==> src/rtl/mem_access_unit.sv <==
// Data-memory initiator: sub-word loads with extension, sub-word stores via read-modify-write.
// Latency 1 (error), 2 (load/SW) or 3 (SH/SB) cycles from accept; req_ready is low whenever the FSM is busy.
module mem_access_unit #(
    parameter logic [31:0] ADDR_LIMIT = 32'h0000_0400
) (
    input  logic        clk,
    input  logic        reset,
    input  logic        req_valid,
    output logic        req_ready,
    input  logic [2:0]  req_op,
    input  logic [31:0] req_addr,
    input  logic [31:0] req_wdata,
    output logic        resp_valid,
    output logic [31:0] resp_rdata,
    output logic        resp_err,
    output logic        mem_rd,
    output logic        mem_wr,
    output logic [31:0] mem_addr,
    output logic [31:0] mem_wdata,
    input  logic [31:0] mem_rdata
);

    localparam logic [2:0] OP_LW  = 3'b000;
    localparam logic [2:0] OP_LH  = 3'b001;
    localparam logic [2:0] OP_LHU = 3'b010;
    localparam logic [2:0] OP_LB  = 3'b011;
    localparam logic [2:0] OP_LBU = 3'b100;
    localparam logic [2:0] OP_SW  = 3'b101;
    localparam logic [2:0] OP_SH  = 3'b110;
    localparam logic [2:0] OP_SB  = 3'b111;

    typedef enum logic [2:0] {
        IDLE,
        RD,
        RMW_RD,
        WR,
        RESP
    } state_t;

    state_t      state;
    state_t      state_nxt;
    logic [2:0]  op_q;
    logic [31:0] addr_q;
    logic [31:0] merged_q;
    logic [31:0] rdata_q;
    logic        err_q;

    logic        misaligned;
    logic        req_err;
    logic        req_is_load;
    logic [7:0]  lane_byte;
    logic [15:0] lane_half;
    logic [31:0] load_ext;
    logic [31:0] merged_nxt;

    always_comb begin
        misaligned = 1'b0;
        case (req_op)
            OP_LW, OP_SW:         misaligned = |req_addr[1:0];
            OP_LH, OP_LHU, OP_SH: misaligned = req_addr[0];
            default:              misaligned = 1'b0;
        endcase
    end

    assign req_err     = misaligned || (req_addr >= ADDR_LIMIT);
    assign req_is_load = (req_op <= OP_LBU);

    // Little-endian lane selection from the latched byte offset.
    assign lane_byte = mem_rdata[{addr_q[1:0], 3'b000} +: 8];
    assign lane_half = mem_rdata[{addr_q[1], 4'b0000} +: 16];

    always_comb begin
        load_ext = mem_rdata;
        case (op_q)
            OP_LH:   load_ext = {{16{lane_half[15]}}, lane_half};
            OP_LHU:  load_ext = {16'h0000, lane_half};
            OP_LB:   load_ext = {{24{lane_byte[7]}}, lane_byte};
            OP_LBU:  load_ext = {24'h000000, lane_byte};
            default: load_ext = mem_rdata;
        endcase
    end

    // merged_q holds the raw store data until the read half of an RMW overwrites it.
    always_comb begin
        merged_nxt = mem_rdata;
        if (op_q == OP_SB) begin
            merged_nxt[{addr_q[1:0], 3'b000} +: 8] = merged_q[7:0];
        end else begin
            merged_nxt[{addr_q[1], 4'b0000} +: 16] = merged_q[15:0];
        end
    end

    always_ff @(posedge clk) begin
        if (!reset) begin
            state <= IDLE;
        end else begin
            state <= state_nxt;
        end
    end

    always_comb begin
        state_nxt  = state;
        req_ready  = 1'b0;
        mem_rd     = 1'b0;
        mem_wr     = 1'b0;
        mem_wdata  = 32'h0;
        mem_addr   = {addr_q[31:2], 2'b00};
        resp_valid = 1'b0;
        resp_err   = 1'b0;
        case (state)
            IDLE: begin
                req_ready = 1'b1;
                mem_addr  = 32'h0;
                if (req_valid) begin
                    if (req_err)          state_nxt = RESP;
                    else if (req_is_load) state_nxt = RD;
                    else if (req_op == OP_SW) state_nxt = WR;
                    else                  state_nxt = RMW_RD;
                end
            end
            RD: begin
                mem_rd    = 1'b1;
                state_nxt = RESP;
            end
            RMW_RD: begin
                mem_rd    = 1'b1;
                state_nxt = WR;
            end
            WR: begin
                mem_wr    = 1'b1;
                mem_wdata = merged_q;
                state_nxt = RESP;
            end
            RESP: begin
                resp_valid = 1'b1;
                resp_err   = err_q;
                state_nxt  = IDLE;
            end
            default: state_nxt = IDLE;
        endcase
    end

    always_ff @(posedge clk) begin
        if (!reset) begin
            op_q     <= 3'b000;
            addr_q   <= 32'h0;
            merged_q <= 32'h0;
            rdata_q  <= 32'h0;
            err_q    <= 1'b0;
        end else begin
            case (state)
                IDLE: begin
                    if (req_valid) begin
                        op_q     <= req_op;
                        addr_q   <= req_addr;
                        merged_q <= req_wdata;
                        err_q    <= req_err;
                        if (req_err) rdata_q <= 32'h0;
                    end
                end
                RD:      rdata_q  <= load_ext;
                RMW_RD:  merged_q <= merged_nxt;
                WR:      rdata_q  <= 32'h0;
                default: ;
            endcase
        end
    end

    assign resp_rdata = rdata_q;

endmodule

==> config.mk <==
export PLATFORM = sky130hd
export DESIGN_NAME = mem_access_unit
export DESIGN_NICKNAME = d
export VERILOG_FILES = /design/src/rtl/mem_access_unit.sv
export SDC_FILE = /design/constraint.sdc
export NUM_CORES = 1
export LEC_CHECK = 0
export BUFFER_PORTS_ARGS = -buffer_cell sky130_fd_sc_hd__buf_4
export CORE_MARGIN = 10
export CORE_UTILIZATION = 45
export CTS_CLUSTER_DIAMETER = 50
export CTS_CLUSTER_SIZE = 14
export DETAILED_ROUTE_END_ITERATION = 7
export PLACE_DENSITY = 0.74
export SLEW_MARGIN = 20
export SYNTH_ARGS = -nofsm -noshare
export SYNTH_HDL_FRONTEND = slang
export SYNTH_SLANG_ARGS = --single-unit
==> constraint.sdc <==
create_clock -name clk -period 2 [get_ports clk]
set_input_delay 0.3 -clock clk [delete_from_list [all_inputs] [get_ports clk]]
set_output_delay 0.3 -clock clk [all_outputs]
set_load 0.05 [all_outputs]
==> summary.md <==
| Metric | Value |
|---|---|
| Outcome | `finished, final reports clean` |
| Setup ws final | `roughly 0.019 ns` |
| Crit end category | `output port` |
| Slew Limit Fails | `0` |
| Worst Path Arrival | `1.68 ns` |
| Synth cell types | `63` |
| Cell Pwr Density | `~600 mW/mm^2` |
| Die area | `0.0174 mm^2` |
| GRT Util Overall | `between 20% and 30%` |
| Fill count | `around 1.1k` |
| Post-synth ARST share | `0%` |
| Top fanout value on the critical path | `9` |
| WL/cell | `~19 um` |
| Layout cells sized above 1 | `32.5%` |
| Final setup fails | `0` |
| Fmax | `roughly 0.50 GHz` |
| Die Y | `around 130 um` |
| Fin nets | `~1.1k` |
| Setup TNS | `0 ns` |
| Clk sinks | `103` |
| Core ar. | `0.0122 mm^2` |
| Post-Syn Area | `~0.0057 mm^2` |
| Post-synth EDFFs | `0` |
| Worst hold path class | `primary input to flop` |
| CTS Buf Count | `9` |
| Number of diodes | `0` |
| Initial antenna violation count | `0` |
| Drt drc | `0` |
| Startpoint types | `flop` |
| IO Pins | `203` |
| Worst slack at placement | `0.0473 ns` |
| Post-Layout Cell Count | `approximately 1.1k` |
| Root Buffer | `clkbuf_16` |
| Syn Inst Count | `between 700 and 800` |
| Drt initial violations | `662` |
| Slew headroom | `37.1%` |
| Floorplan die width | `around 130 um` |
| First-pass GRT wire length | `between 30 and 40 mm` |
| Via density | `5.69` |
| Rows | `40` |
| CTS tree | `done` |
| Synthesized flop and latch total | `roughly 100` |
| RSZ-0062 raised after global routing | `true` |
| Final ANT Viol Nets | `0` |
| Overflow after GRT | `0` |
| Inst Count DP | `roughly 1.1k` |
| Number of max-capacitance violations reported | `0` |
| Hpwl dp | `15.6 mm` |
| Main synth FF type | `dfxtp_1` |
| Clk_skew | `a little over 0.006 ns` |
| Worst-Skew Late Latency | `0.35 ns` |
| Port bufs | `200` |
| Sequential standard cell area | `between 0.002 and 0.0025 mm^2` |
| Largest net degree at the start of global routing | `102` |
| CTS Hold Bufs | `0` |
| WP data required | `between 1.5 and 2 ns` |
| Initial core utilization | `between 40% and 50%` |
| CTS clock-pin slew for the worst setup and hold paths | `about 0.07 ns` |
| Final wirelength | `~22 mm` |
| LEAKAGE | `between 3 and 4 nW` |
| Syn Area/Cell | `about 7.4 um^2` |
| Max VDD drop | `roughly 0.5 mV` |
| Yosys warns | `0` |
| Area of the multi-input gates | `approximately 0.0034 mm^2` |
| Vias in the first global route | `6180` |
| Area growth syn-to-layout | `44.9%` |
| First drt pass iteration count | `6` |
| Fin crit period | `~2 ns` |
| Worst Tran Pin Value | `about 0.94 ns` |
| Hold Slack | `roughly 0.21 ns` |
| Fin crit share | `99.0%` |
| GPL Wtd Cong | `about 0.88` |
| Crit Path Class | `flop to output port` |
| Final Hold Fails | `0` |
| DR vias | `~6.5k` |
| H-tree depth | `3` |
| Seq/Total Area, Yosys | `36.5%` |
| Max clock buf depth | `2` |
## worst max-delay path, stage by stage, from the launching register on
cell and delay [ns]:
dfxtp_2 0.33, buf_6 0.12, inv_4 0.04, nor3b_4 0.24, buf_6 0.16, buf_12 0.13
and2_2 0.15, buf_6 0.15
## what timing repair did
| item | in CTS | in global routing |
|---|---|---|
| pin swaps | 2 | 2 |
| gates cloned | 2 | 1 |
| buffers inserted | 4 | 3 |
| endpoints found under the setup margin | 41 | 82 |
| resized for setup | 40 | 45 |
## sequential cells by signal, summed over array words and instances (netlist names)
signal      cells
addr_q         32
op_q            3
merged_q       32
resp_rdata     32
err_q           1
state           3
## synthesized netlist by cell type, drive strengths merged, types with 2 or more instances
cell	instances	area (um^2)
buf	20	111
a221oi	9	78.8
o211ai	7	52.6
o21a	2	15.0
nand2	194	728
a41oi	8	70.1
o21ai	111	556
a211o	6	52.6
nor3	8	50.1
a31oi	21	138
mux2i	3	33.8
nor3b	5	53.8
xnor2	2	17.5
ha	5	62.6
nor4	7	50.1
and2	35	219
nand4b	2	17.5
a22oi	8	60.1
or3	2	12.5
clkbuf	40	150
o31ai	6	45.0
a21boi	36	270
nor2b	30	188
or2	2	12.5
nor2	11	41.3
nand3	2	10.0
dfxtp	103	2060
a21oi	34	174
inv	6	22.5
nand4	8	50.1
nor4b	2	23.8
a211oi	2	25.0
nand2b	6	37.5
## final timing paths
check / start / endpoint / slack (ns) / cells after the start
setup / recovery: state[0] / mem_wdata[29] / 0.02 / 7
hold reg to reg: resp_rdata[26] / resp_rdata[26] / 0.46 / 2
setup reg to reg: state[0] / merged_q[12] / 0.06 / 7
hold / removal: req_addr[18] / addr_q[18] / 0.21 / 3
## layout make-up
| class | instances | area share, % |
|---|---|---|
| inverters | 7 | 0.366 |
| repair buffers | 253 | 26.7 |
| multi-input cells | 592 | 41.7 |
| clock buffers | 11 | 3.08 |
| well taps | 168 | 2.56 |
| flip-flops and latches | 103 | 25.2 |
| clock inverters | 5 | 0.397 |
## metrics by stage
| step | utilization (%) | instance area [um^2] | power (W) |
|---|---|---|---|
| 6_report | 67.4 | 8200 | 0.00485 |
| 5_1_grt | 67.4 | 8200 | 0.00504 |
| 4_1_cts | 66.0 | 8030 | 0.00485 |
| 3_5_place_dp | 61.8 | 7520 | 0.00315 |
| 3_3_place_gp | 61.8 | 7520 | 0.00314 |
| 2_1_floorplan | - | 5690 | 0.00274 |
## report_power, final
group	leakage (nW)	switching [W]	internal [W]	total, W
registers	0.845	0.0000780	0.00215	0.00223
clock network	0.134	0.000794	0.000909	0.00170
logic	2.38	0.000531	0.000390	0.000921
total	3.36	0.00140	0.00345	0.00485
## metal layers
metal,wire [um],global-route usage (%),vias up
met5,0,0,-
met4,552,6.67,0
met3,2060,6.36,48
met2,10400,38.1,350
met1,8560,28.0,3012
li1,-,-,3071
## cell families (layout without fill, tap and decap cells)
family	Yosys count	in the layout	synth area share, %
AND/OR/NAND/NOR	319	319	27.2
AO/OA/AOI/OAI	259	259	28.6
flip-flops	103	103	36.5
buffers and inverters	67	276	5.09
adder cells (fa/ha/maj)	5	5	1.11
multiplexers	5	5	1.19
XOR/XNOR	2	2	0.310
other	1	2	0.0663
## cell usage in the layout (no fill, tap or decap), types with 10 or more instances in the layout
| master | netlist | routed |
|---|---|---|
| a21boi_0 | 35 | 35 |
| a21oi_1 | 33 | 33 |
| a31oi_1 | 20 | 20 |
| and2_1 | 35 | 16 |
| and2_4 | 0 | 18 |
| buf_4 | 7 | 210 |
| buf_6 | 0 | 20 |
| buf_8 | 0 | 17 |
| clkbuf_16 | 0 | 10 |
| dfxtp_1 | 103 | 100 |
| nand2_1 | 194 | 194 |
| nor2_1 | 11 | 10 |
| nor2b_1 | 30 | 28 |
| o21ai_0 | 110 | 110 |
(Power assumes the default switching activity.)
